$ cat src/rtl/fc1_activation_collector_if.sv
// ----------------------------------------------------------------------------
// fc1_activation_collector_if
// Activation stream from the fc1 activation collector to the fc2 stage.
//
// Handshake: a transfer happens on every rising clock edge where out_valid and
// out_ready are both 1. While out_valid=1 and out_ready=0 the source holds
// out_data and out_idx stable. out_valid never depends on out_ready.
//
// Signals
//   out_valid  source -> sink  out_data/out_idx carry a valid activation
//   out_ready  sink -> source  sink accepts the current activation
//   out_data   source -> sink  10-bit signed activation
//   out_idx    source -> sink  fc1 column index of out_data
//
// Modports: master = collector (source), slave = fc2 stage (sink).
// ----------------------------------------------------------------------------
interface fc1_activation_collector_if #(
    parameter int NUM_COL = 16
);
    localparam int IDX_W = $clog2(NUM_COL);

    logic             out_valid;
    logic             out_ready;
    logic [9:0]       out_data;
    logic [IDX_W-1:0] out_idx;

    modport master (
        output out_valid,
        output out_data,
        output out_idx,
        input  out_ready
    );

    modport slave (
        input  out_valid,
        input  out_data,
        input  out_idx,
        output out_ready
    );
endinterface

$ cat src/rtl/fc1_activation_collector.sv
// ----------------------------------------------------------------------------
// fc1_activation_collector
// Captures all NUM_COL fc1 column sums when the shared input counter reaches
// CAP_COUNT, converts each to a 10-bit activation (ReLU + saturation to 511),
// buffers them and streams them to fc2 one per handshake in column order.
//
// Build option: macro FC1_LEAKY_RELU_EN selects a leaky ReLU for negative sums
// ((s>>>3) saturated to -512). The port list is the same in both builds.
//
// Ports
//   clk        rising-edge clock
//   rst_n      asynchronous active-low reset
//   in_count   shared fc1 input counter; capture when == CAP_COUNT
//   sum_vec    NUM_COL signed 25-bit sums, column k at [25k+24:25k]
//   out_if     activation stream (master side), see fc1_activation_collector_if
//   busy       1 while the buffer is draining
//   done       one-cycle pulse after the final activation is accepted
//   overrun    sticky, set when a capture arrives while draining (reset-only clear)
//   dbg_state  current FSM state encoding (IDLE=0, DRAIN=1, DONE=2)
// ----------------------------------------------------------------------------
module fc1_activation_collector #(
    parameter int NUM_COL   = 16,
    parameter int CAP_COUNT = 67
) (
    input  logic                     clk,
    input  logic                     rst_n,
    input  logic [6:0]               in_count,
    input  logic [NUM_COL*25-1:0]    sum_vec,
    fc1_activation_collector_if.master out_if,
    output logic                     busy,
    output logic                     done,
    output logic                     overrun,
    output logic [1:0]               dbg_state
);

    localparam int               IDX_W    = $clog2(NUM_COL);
    localparam logic [IDX_W-1:0] LAST_IDX = IDX_W'(NUM_COL - 1);
    localparam logic [6:0]       CAP_C    = 7'(CAP_COUNT);

    typedef enum logic [1:0] {
        ST_IDLE  = 2'd0,
        ST_DRAIN = 2'd1,
        ST_DONE  = 2'd2
    } state_t;

    state_t           state_q, state_d;
    logic [IDX_W-1:0] idx_q, idx_d;
    logic             overrun_q, overrun_d;
    logic [9:0]       buf_q [NUM_COL];
    logic [9:0]       buf_d [NUM_COL];

    logic cap;
    logic hs;
    logic load;

    // Column sum -> 10-bit signed activation.
    function automatic logic [9:0] activate(input logic signed [24:0] s);
        logic signed [24:0] sh;
        logic [9:0]         r;
        sh = s >>> 3;
        if (s > 25'sd511) begin
            r = 10'd511;
        end else if (s >= 25'sd0) begin
            r = s[9:0];
        end else begin
`ifdef FC1_LEAKY_RELU_EN
            if (sh < -25'sd512) r = 10'h200;
            else                r = sh[9:0];
`else
            r = 10'd0;
`endif
        end
        return r;
    endfunction

    assign cap = (in_count == CAP_C);
    assign hs  = (state_q == ST_DRAIN) && out_if.out_ready;

    // Next-state logic. A capture is accepted whenever the buffer is free or is
    // being freed by this very handshake; otherwise it is dropped and flagged.
    always_comb begin
        state_d   = state_q;
        idx_d     = idx_q;
        overrun_d = overrun_q;
        load      = 1'b0;
        case (state_q)
            ST_IDLE: begin
                if (cap) begin
                    load    = 1'b1;
                    state_d = ST_DRAIN;
                    idx_d   = '0;
                end
            end
            ST_DRAIN: begin
                if (hs && (idx_q == LAST_IDX)) begin
                    idx_d = '0;
                    if (cap) begin
                        // Back-to-back capture: skip DONE, start the new stream.
                        load    = 1'b1;
                        state_d = ST_DRAIN;
                    end else begin
                        state_d = ST_DONE;
                    end
                end else begin
                    if (hs) idx_d = idx_q + IDX_W'(1);
                    if (cap) overrun_d = 1'b1;
                end
            end
            ST_DONE: begin
                if (cap) begin
                    load    = 1'b1;
                    state_d = ST_DRAIN;
                    idx_d   = '0;
                end else begin
                    state_d = ST_IDLE;
                end
            end
            default: begin
                state_d = ST_IDLE;
                idx_d   = '0;
            end
        endcase
    end

    always_comb begin
        for (int k = 0; k < NUM_COL; k++) begin
            buf_d[k] = buf_q[k];
            if (load) buf_d[k] = activate($signed(sum_vec[25*k +: 25]));
        end
    end

    always_ff @(posedge clk or negedge rst_n) begin
        if (!rst_n) begin
            state_q   <= ST_IDLE;
            idx_q     <= '0;
            overrun_q <= 1'b0;
            for (int k = 0; k < NUM_COL; k++) buf_q[k] <= '0;
        end else begin
            state_q   <= state_d;
            idx_q     <= idx_d;
            overrun_q <= overrun_d;
            for (int k = 0; k < NUM_COL; k++) buf_q[k] <= buf_d[k];
        end
    end

    // All outputs come straight from registers so they settle to reset
    // values as soon as rst_n falls.
    assign out_if.out_valid = (state_q == ST_DRAIN);
    assign out_if.out_data  = (state_q == ST_DRAIN) ? buf_q[idx_q] : 10'd0;
    assign out_if.out_idx   = idx_q;
    assign busy             = (state_q == ST_DRAIN);
    assign done             = (state_q == ST_DONE);
    assign overrun          = overrun_q;
    assign dbg_state        = state_q;

endmodule
$ cat src/flat_wrapper.sv
// flat-port wrapper written by rule: the top's interface ports become plain ports
module fc1_activation_collector_flat 
#(
    parameter int NUM_COL   = 16,
    parameter int CAP_COUNT = 67
)
  (clk, rst_n, in_count, sum_vec, busy, done, overrun, dbg_state, out_if_out_valid, out_if_out_data, out_if_out_idx, out_if_out_ready);
  fc1_activation_collector_if #(.NUM_COL(NUM_COL)) out_if_i ();
  input  logic clk;
  input  logic rst_n;
  input  logic [6:0] in_count;
  input  logic [NUM_COL*25-1:0] sum_vec;
  output logic busy;
  output logic done;
  output logic overrun;
  output logic [1:0] dbg_state;
  output wire logic [$bits(out_if_i.out_valid)-1:0] out_if_out_valid;
  output wire logic [$bits(out_if_i.out_data)-1:0] out_if_out_data;
  output wire logic [$bits(out_if_i.out_idx)-1:0] out_if_out_idx;
  input wire logic [$bits(out_if_i.out_ready)-1:0] out_if_out_ready;
  assign out_if_out_valid = out_if_i.out_valid;
  assign out_if_out_data = out_if_i.out_data;
  assign out_if_out_idx = out_if_i.out_idx;
  assign out_if_i.out_ready = out_if_out_ready;
  fc1_activation_collector #(.NUM_COL(NUM_COL), .CAP_COUNT(CAP_COUNT)) u_core (.clk(clk), .rst_n(rst_n), .in_count(in_count), .sum_vec(sum_vec), .out_if(out_if_i), .busy(busy), .done(done), .overrun(overrun), .dbg_state(dbg_state));
endmodule
$ cat config.mk
export PLATFORM = sky130hd
export DESIGN_NAME = fc1_activation_collector_flat
export DESIGN_NICKNAME = d
export VERILOG_FILES = /design/src/rtl/fc1_activation_collector_if.sv /design/src/rtl/fc1_activation_collector.sv /design/src/flat_wrapper.sv
export SDC_FILE = /design/constraint.sdc
export NUM_CORES = 1
export LEC_CHECK = 0
export BUFFER_PORTS_ARGS = -buffer_cell sky130_fd_sc_hd__buf_2
export CORE_AREA = 5 5 164 166
export CTS_BUF_LIST = sky130_fd_sc_hd__clkbuf_2 sky130_fd_sc_hd__clkbuf_4 sky130_fd_sc_hd__clkbuf_8
export CTS_CLUSTER_SIZE = 14
export DETAILED_ROUTE_END_ITERATION = 8
export DIE_AREA = 0 0 169 171
export GPL_TIMING_DRIVEN = 0
export PLACE_DENSITY = 0.77
export SYNTH_ARGS = -nofsm -noshare
export SYNTH_HDL_FRONTEND = slang
export SYNTH_SLANG_ARGS = --single-unit
$ cat constraint.sdc
create_clock -name clk -period 2.4 [get_ports clk]
set_input_delay 0.36 -clock clk [delete_from_list [all_inputs] [get_ports clk]]
set_output_delay 0.36 -clock clk [all_outputs]
set_load 0.05 [all_outputs]
==> impl_metrics.ini, run 1 <==
[status]
status = complete, but fails checks
violations = negative setup slack

[cells_and_area]
multi_input_area_sq_um = 4730
seq_area_sq_um = 4180
nets = 1646
n_fill_cell = 2328
area_delta_synth_final_pct = 37.6
mostFrequentLayoutCell = buf_2
layout-drive-gt1-share_pct = 52.3
layout_common_cells = 421 x buf_2, 164 x dfrtp_1, 145 x nor2_1, 78 x o2bb2ai_2, 64 x o2bb2ai_1
stdcell_area_sq_um = 12500

[power]
clock_power_share_pct = 22.2
swShare_pct = 38.1
peakVddDrop_uv = 402
pwr-share-seq_pct = 37.9
leakage_nw = 5.83
p_per_area_nw_per_um2 = 726
p_int_w = 0.00563
p_comb_share_pct = 39.8
switchingPower_w = 0.00347

[timing]
fin_crit_sh_pct = 111
setup_violations = 10
timing.fmax_mhz = 374
rsz0062_at_grt = true
worst_clock_skew_ns = 0.0178
final-hold-violation-count = 0
max_slew.worst_pin.slew_ns = 0.532
slew_headroom_pct = 64.6
slew_viol_final = 0
period_needed_ns = 2.67
setup_ws_ns = -0.273

[clock_network]
cts_buffers = 17
cts.sinks = 167
cts-root-buf = clkbuf_8
cts_tree = built
worstSkewPairLatency_ns = 0.47
clock_path_buffers = 2
htreeDepth = 4
path_clk_slew_ns = 0.10

[place]
io_buffers = 429
pre_cts_ws_ns = -0.488
place_congestion = 0.849
dpl_cell_area_sq_um = 11800
dp_hpwl_mm = 26.3

[setup_path]
critPathLaunchType = register
cp-startpoint = u_core.out_if.out_idx[0]
worstSetupPathType = register to primary output
cp_slowest_cell = mux4_2
regToRegStartpoint = u_core.out_if.out_idx[0]
end_kind = primary output
critPathRequiredTime_ns = 2.04
crit_arrival_ns = 2.31
cpPeakStageDelay_ns = 0.50
worstPathMaxFanout = 7
path_cells = buf_8 > buf_12 > mux4_2 > o211ai_1 > o31ai_4 > buf_6

[global_routing]
grt_usage_pct = 21.9
grt_max_degree = 103
grt_pass1_wl_mm = 48.5
gr-total-overflow = 0
grt_pass1_vias = 8684
antenna_found_initial = 5

[logic_synthesis]
yosysSeqAreaShare_pct = 45.9
synth_cells = 779
synth_seq_cells = 167
synthDistinctLibCells = 40
syn_nets = 1190
yosysWarnings = 0
syn_area_per_cell_sq_um = 11.7
syn_area_sq_um = 9100

[drt]
avgViaCountPerCell = 5.29
drc = 0
first_pass_iters = 5
routed_wl_mm = 33.3
vias = 8387
drt_iter0_drc = 513
routedWlPerCell_microns = 21.0
postRouteAntennaNets = 0

[floorplan]
io_pins = 430
start_util_pct = 35.7
die_h_microns = 171
coreArea_sq_um = 25500
dieWidth_microns = 169
row_count = 59
die_area_sq_um = 28900

[worst_hold_path]
hold_start = sum_vec[55]
hold_class = primary input to register

[flow_run]
drv_cap = 0
[cells by family (layout without fill, tap and decap cells)]
logic type	after synthesis	in the layout	synth area share (%)
AO/OA/AOI/OAI	192	192	23.7
adder cells (fa/ha/maj)	1	1	0.138
buffers and inverters	56	525	4.40
flip-flops	167	167	45.9
multiplexers	70	70	9.77
other	0	2	0
AND/OR/NAND/NOR	293	293	16.1
[per-layer routing]
layer  global-route usage [%]  up-vias  part of all wire [%]
met5                        0        -                 0.093
met4                     6.20        6                   1.9
met3                     5.71       45                   7.2
met2                     37.1      314                    50
met1                     28.0     4123                    41
li1                         -     3899                     -
[critical path, delay by kind of cell, from the launching register on]
| kind | cells | cell delay, ns |
|---|---|---|
| multiplexers | 1 | 0.50 |
| buffers and inverters | 3 | 0.43 |
| flip-flops | 1 | 0.38 |
| AO/OA/AOI/OAI | 2 | 0.54 |
[registers in the layout (all words and copies together), names as in the netlist]
name,cells
u_core.out_if.out_idx,4
u_core.dbg_state,2
u_core.buf_q,160
u_core.overrun,1
[path summary, 6_finish.rpt]
path | cells after the start | slack (ns) | endpoint
min in group asynchronous | 2 | 0.40 | u_core.buf_q[24]
worst min-delay path | 3 | 0.13 | u_core.buf_q[135]
worst max-delay path | 6 | -0.27 | out_if_out_data[2]
worst max register to register | 9 | 0.12 | u_core.buf_q[108]
max in group asynchronous | 3 | 1.03 | u_core.dbg_state[1]
worst min register to register | 1 | 0.48 | u_core.overrun
[per-stage QoR]
step                       TNS, ns  cells  utilization (%)  hold WS (ns)  total power [W]
after global routing         -2.37   1585             49.2         0.110          0.00947
after floorplan           -0.00798    779                -        0.0644          0.00542
after CTS                    -2.20   1582             48.9         0.103          0.00905
after detailed placement     -3.41   1544             46.2         0.341          0.00662
final                        -1.84   1585             49.2         0.127          0.00909
after global placement     -256.07   1543             46.1         0.446          0.00655
[cells in the mapped netlist, drive strengths merged]
master   count  area [sq um]
or3         16           100
o31ai        1          7.51
dfrtp      167          4180
a21oi        1          5.00
nand4b       1          23.8
o22ai        3          18.8
a32o         1          10.0
a41oi        1          8.76
mux2i       55           551
inv          2          7.51
and2        18           113
a31o         1          8.76
nand2b       5          31.3
nor2       147           552
nor2b        4          25.0
nand2        8          30.0
clkbuf      14          52.6
o2bb2ai    145          1810
o21a         1          15.0
nor3b        1          7.51
a22o         2          17.5
nand4       17           113
a21o         2          15.0
o21ai        8          40.0
and4b        1          11.3
nor4b        1          23.8
ha           1          12.5
nand3        9          45.0
nor4        48           300
o211ai       1          7.51
mux4        15           338
buf         40           340
a22oi       25           188
nor3        17          85.1
[what timing repair did]
action,CTS,global route
pin swaps,9,2
hold endpoints to repair,65,0
resized for setup,71,12
hold buffers,1,0
setup endpoints to repair,11,10
setup buffers,5,1
[area by class of cell]
type	count	share of cell area [%]
sequential	167	33.4
tap	335	3.35
timing repair buffer	437	18.3
buffer	54	3.89
antenna	2	0.0400
clock inverter	15	1.28
clock buffer	17	1.87
inverter	2	0.0899
multi-input combinational	556	37.8
[power by group through the flow]
| stage | logic (W) | registers [W] | clock network [W] |
|---|---|---|---|
| after detailed placement | 0.00313 | 0.00348 | 0 |
| after global routing | 0.00380 | 0.00349 | 0.00217 |
| final | 0.00362 | 0.00345 | 0.00202 |
| after floorplan | 0.00190 | 0.00352 | 0 |
| after CTS | 0.00355 | 0.00344 | 0.00206 |
| after global placement | 0.00308 | 0.00348 | 0 |
No activity file was read; power rests on OpenSTA's default activity.
==> inputs of run 2 (changes only) <==
--- a/config.mk
+++ b/config.mk
@@ -6,13 +6,14 @@
 export NUM_CORES = 1
 export LEC_CHECK = 0
 export BUFFER_PORTS_ARGS = -buffer_cell sky130_fd_sc_hd__buf_2
-export CORE_AREA = 5 5 164 166
+export CORE_ASPECT_RATIO = 0.5
+export CORE_MARGIN = 5
+export CORE_UTILIZATION = 30
 export CTS_BUF_LIST = sky130_fd_sc_hd__clkbuf_2 sky130_fd_sc_hd__clkbuf_4 sky130_fd_sc_hd__clkbuf_8
 export CTS_CLUSTER_SIZE = 14
 export DETAILED_ROUTE_END_ITERATION = 8
-export DIE_AREA = 0 0 169 171
 export GPL_TIMING_DRIVEN = 0
-export PLACE_DENSITY = 0.77
+export PLACE_DENSITY = 0.68
 export SYNTH_ARGS = -nofsm -noshare
 export SYNTH_HDL_FRONTEND = slang
 export SYNTH_SLANG_ARGS = --single-unit
==> impl_metrics.ini, run 2 (synthesis results as in run 1) <==
[setup_path]
worstPathMaxFanout = 8
regToRegEndpoint = u_core.buf_q[67]
crit_arrival_ns = 2.20
r2r_cells = 8
critPathLaunchType = register
critPathRequiredTime_ns = 2.04
end_kind = primary output
r2r_setup_slack_ns = 0.09
worstSetupPathType = register to primary output
regToRegStartpoint = u_core.out_if.out_idx[0]

[flow_run]
drv_cap = 0

[floorplan]
start_util_pct = 30.2
die_h_microns = 133
row_count = 45
coreArea_sq_um = 30100
dieWidth_microns = 256
die_area_sq_um = 34100
io_pins = 430

[drt]
routed_wl_mm = 32.7
drt_iter0_drc = 575
first_pass_iters = 5
drc = 0
vias = 8193
avgViaCountPerCell = 4.98
routedWlPerCell_microns = 19.9
postRouteAntennaNets = 0

[power]
p_per_area_nw_per_um2 = 739
peakVddDrop_uv = 420
total_power_w = 0.00936
leakage_nw = 5.85

[clock_network]
path_clk_slew_ns = 0.11
cts.sinks = 167
worstSkewPairLatency_ns = 0.49
clock_path_buffers = 2
cts_tree = built
htreeDepth = 4
cts_buffers = 17
cts-root-buf = clkbuf_8

[timing]
max_slew.worst_pin.slew_ns = 0.549
period_needed_ns = 2.56
final-hold-violation-count = 0
worst_clock_skew_ns = 0.0136
rsz0062_at_grt = true
setup_ws_ns = -0.164
fin_crit_sh_pct = 107
timing.fmax_mhz = 390
setup_tns_ns = -0.999
setup_violations = 10
slew_headroom_pct = 63.3
slew_viol_final = 0

[global_routing]
antenna_found_initial = 3
grt_max_degree = 107
grt_usage_pct = 18.5
grt_pass1_vias = 8607
gr-total-overflow = 0
grt_pass1_wl_mm = 49.5

[status]
violations = negative setup slack
status = complete, but fails checks

[cells_and_area]
n_fill_cell = 2862
largest_register_ffs = 160
largest_register = u_core.buf_q
nets = 1642
layout_common_cells = 421 x buf_2, 164 x dfrtp_1, 145 x nor2_1, 78 x o2bb2ai_2, 64 x o2bb2ai_1
stdcell_area_sq_um = 12700
mostFrequentLayoutCell = buf_2
layout-drive-gt1-share_pct = 52.7
area_delta_synth_final_pct = 39.2

[place]
dp_hpwl_mm = 26.0
io_buffers = 429
dpl_cell_area_sq_um = 11800
place_congestion = 0.877

[worst_hold_path]
whs_path_depth = 3
hold_end = u_core.buf_q[116]
hold_start = sum_vec[106]
hold_class = primary input to register
-- run 2: how the worst max path moves through the flow --
stage	startpoint	end	slack (ns)	depth (start not counted)
after floorplan	u_core.out_if.out_idx[1]	out_if_out_data[2]	-0.008	5
after global placement	rst_n	u_core.out_if.out_idx[0]	-1.93	1
after detailed placement	u_core.out_if.out_idx[1]	out_if_out_data[1]	-0.36	6
after CTS	u_core.out_if.out_idx[0]	out_if_out_data[2]	-0.19	5
after global routing	u_core.out_if.out_idx[0]	out_if_out_data[2]	-0.23	5
final	u_core.out_if.out_idx[0]	out_if_out_data[2]	-0.16	5
-- run 2: power by group --
group          switching (W)  internal (W)
registers           0.000311       0.00316
clock network        0.00114       0.00116
logic                0.00190       0.00168
-- run 2: layout make-up --
type / instances / area [sq um] / share of cell area [%]
clock buffer: 17 / 234 / 1.85
multi-input combinational: 556 / 4740 / 37.4
antenna: 3 / 7.51 / 0.0593
tap: 399 / 499 / 3.94
sequential: 167 / 4180 / 33.0
clock inverter: 14 / 209 / 1.65
inverter: 2 / 11.3 / 0.0889
timing repair buffer: 435 / 2280 / 18.0
buffer: 52 / 495 / 3.91
-- run 2: through the flow --
step / setup WS [ns] / cells / hold WS (ns) / util (%)
after CTS: -0.190 / 1641 / 0.100 / 41.8
final: -0.164 / 1645 / 0.113 / 42.0
after floorplan: -0.00798 / 779 / 0.0644 / -
after global routing: -0.228 / 1645 / 0.0971 / 42.0
after detailed placement: -0.357 / 1608 / 0.324 / 39.3
after global placement: -1.93 / 1607 / 0.458 / 39.2
-- run 2: critical path, cell delays in order, from the launching register on --
cell and delay, ns:
dfrtp_2 0.44, buf_8 0.16, mux4_2 0.51, o211ai_1 0.31
o31ai_4 0.14, buf_6 0.18
-- run 2: metal layers --
| layer | vias up | share of wire (%) | GRT usage (%) |
|---|---|---|---|
| met5 | - | 0 | 0 |
| met4 | 0 | 1.6 | 5.00 |
| met3 | 34 | 4.8 | 2.95 |
| met1 | 4035 | 44 | 25.0 |
| met2 | 227 | 50 | 31.1 |
| li1 | 3897 | - | - |
-- run 2: timing repair --
action / 4_1_cts / 5_1_grt
endpoints found under the setup margin: 11 / 31
pin swaps: 6 / 5
hold endpoints to repair: 61 / 0
setup buffers: 3 / 1
gates resized for setup: 76 / 17
hold buffers: 1 / 0
==> inputs of run 3 (changes only) <==
--- a/config.mk
+++ b/config.mk
@@ -5,7 +5,7 @@
 export SDC_FILE = /design/constraint.sdc
 export NUM_CORES = 1
 export LEC_CHECK = 0
-export BUFFER_PORTS_ARGS = -buffer_cell sky130_fd_sc_hd__buf_2
+export BUFFER_PORTS_ARGS = -buffer_cell sky130_fd_sc_hd__buf_4
 export CORE_ASPECT_RATIO = 0.5
 export CORE_MARGIN = 5
 export CORE_UTILIZATION = 30
@@ -14,6 +14,7 @@
 export DETAILED_ROUTE_END_ITERATION = 8
 export GPL_TIMING_DRIVEN = 0
 export PLACE_DENSITY = 0.68
+export RECOVER_POWER = 100
 export SYNTH_ARGS = -nofsm -noshare
 export SYNTH_HDL_FRONTEND = slang
 export SYNTH_SLANG_ARGS = --single-unit
==> impl_metrics.ini, run 3 (synthesis results as in run 1) <==
[status]
status = complete, but fails checks
violations = negative setup slack

[floorplan]
io_pins = 430
die_area_sq_um = 34100
start_util_pct = 30.2
dieWidth_microns = 256
row_count = 45
die_h_microns = 133
coreArea_sq_um = 30100

[global_routing]
grt_usage_pct = 19.8
grt_pass1_wl_mm = 53.2
gr-total-overflow = 0
antenna_found_initial = 2
grt_max_degree = 112
grt_pass1_vias = 9108

[timing]
slew_viol_final = 0
worst_clock_skew_ns = 0.00840
final-hold-violation-count = 0
max_slew.worst_pin.slew_ns = 1.43
setup_violations = 113
fin_crit_sh_pct = 107
period_needed_ns = 2.56
timing.fmax_mhz = 391
slew_headroom_pct = 4.56
setup_ws_ns = -0.160
rsz0062_at_grt = true

[clock_network]
htreeDepth = 4
cts-root-buf = clkbuf_8
cts_tree = built
cts_buffers = 17
path_clk_slew_ns = 0.09
worstSkewPairLatency_ns = 0.46
cts.sinks = 167
clock_path_buffers = 2

[drt]
routedWlPerCell_microns = 21.4
drt_iter0_drc = 644
avgViaCountPerCell = 5.15
first_pass_iters = 6
vias = 8479
postRouteAntennaNets = 0
drc = 0
routed_wl_mm = 35.2

[power]
swShare_pct = 35.6
p_per_area_nw_per_um2 = 687
p_comb_share_pct = 41.1
leakage_nw = 6.17
pwr-share-seq_pct = 37.1
p_int_w = 0.00605
switchingPower_w = 0.00334
clock_power_share_pct = 21.9
peakVddDrop_uv = 544

[cells_and_area]
mostFrequentLayoutCell = buf_4
nets = 1644
layout_common_cells = 423 x buf_4, 166 x dfrtp_1, 145 x nor2_1, 78 x o2bb2ai_2, 64 x o2bb2ai_1
largest_register = u_core.buf_q
stdcell_area_sq_um = 13700
largest_register_ffs = 160
area_delta_synth_final_pct = 50.2
layout-drive-gt1-share_pct = 52.5

[setup_path]
critPathLaunchType = register
r2r_setup_slack_ns = -0.06
worstSetupPathType = register to primary output
end_kind = primary output
crit_arrival_ns = 2.20
critPathRequiredTime_ns = 2.04
worstPathMaxFanout = 10

[worst_hold_path]
hold_class = primary input to register

[place]
place_congestion = 0.883
dpl_cell_area_sq_um = 12900
pre_cts_ws_ns = -0.384
io_buffers = 429
dp_hpwl_mm = 28.4

[flow_run]
drv_cap = 0
-- run 3: changes by cell type in the layout (fill, tap and decap cells not counted), moves of 3 or more --
cell,before,now
a22oi_1,9,5
clkbuf_8,19,22
and2_1,18,12
buf_4,9,423
clkinv_4,1,4
clkbuf_2,1,4
and2_0,0,6
clkbuf_1,7,13
inv_6,6,2
a22oi_2,16,20
buf_2,421,1
-- run 3: final timing paths --
path | endpoint | cells past startpoint | from
max | out_if_out_data[1] | 5 | u_core.out_if.out_idx[0]
min | u_core.buf_q[147] | 3 | sum_vec[32]
max reg2reg | u_core.buf_q[115] | 8 | u_core.out_if.out_idx[0]
min reg2reg | u_core.overrun | 1 | u_core.overrun
max in group asynchronous | u_core.out_if.out_idx[0] | 3 | rst_n
min in group asynchronous | u_core.buf_q[25] | 2 | rst_n
-- run 3: area by class of cell --
cell class,count,area [sq um]
plain buffers,52,503
inverters,2,8.76
flip-flops and latches,167,4180
clock buffers,20,269
well taps,399,499
clock inverters,10,123
fillers,2791,16500
repair buffers,437,3300
diodes,2,5.00
multi-input cells,556,4770
-- run 3: stage by stage --
stage	hold slack, ns	util (%)	total power (W)	TNS [ns]	cells
floorplan	0.0644	-	0.00542	-0.00798	779
global placement	0.461	42.8	0.00680	-1.81	1607
detailed placement	0.311	42.9	0.00686	-2.13	1608
CTS	0.111	45.4	0.00937	-0.884	1643
global route	0.115	45.3	0.00975	-14.63	1645
finish	0.132	45.3	0.00938	-2.53	1645
-- run 3: worst max-delay path, cell delays in order, from the launching register on --
cell     delay, ns
dfrtp_2       0.45
buf_8         0.21
mux4_2        0.57
mux2i_4       0.21
o22ai_4       0.09
buf_4         0.20
-- run 3: power by group through the flow --
stage	Clock, W	Combinational [W]	Sequential, W
after floorplan	0	0.00190	0.00352
after global placement	0	0.00332	0.00348
after detailed placement	0	0.00337	0.00350
after CTS	0.00208	0.00383	0.00347
after global routing	0.00219	0.00404	0.00352
final	0.00205	0.00385	0.00348
-- run 3: layer usage --
| layer | track usage, % | wire length [microns] | vias up |
|---|---|---|---|
| met3 | 2.78 | 1620 | 38 |
| met2 | 34.4 | 18200 | 263 |
| met4 | 5.06 | 662 | 0 |
| met1 | 26.5 | 14800 | 4284 |
| li1 | - | - | 3894 |
| met5 | 0 | 0 | - |
-- run 3: timing repair --
item                                    in CTS  in global routing
cloned                                       0                  0
resized for setup                           79                 12
endpoints found under the setup margin      10                 50
hold endpoints to repair                    56                  0
pin swaps                                   16                  6
hold buffers                                 1                  0
buffers inserted                             6                  0
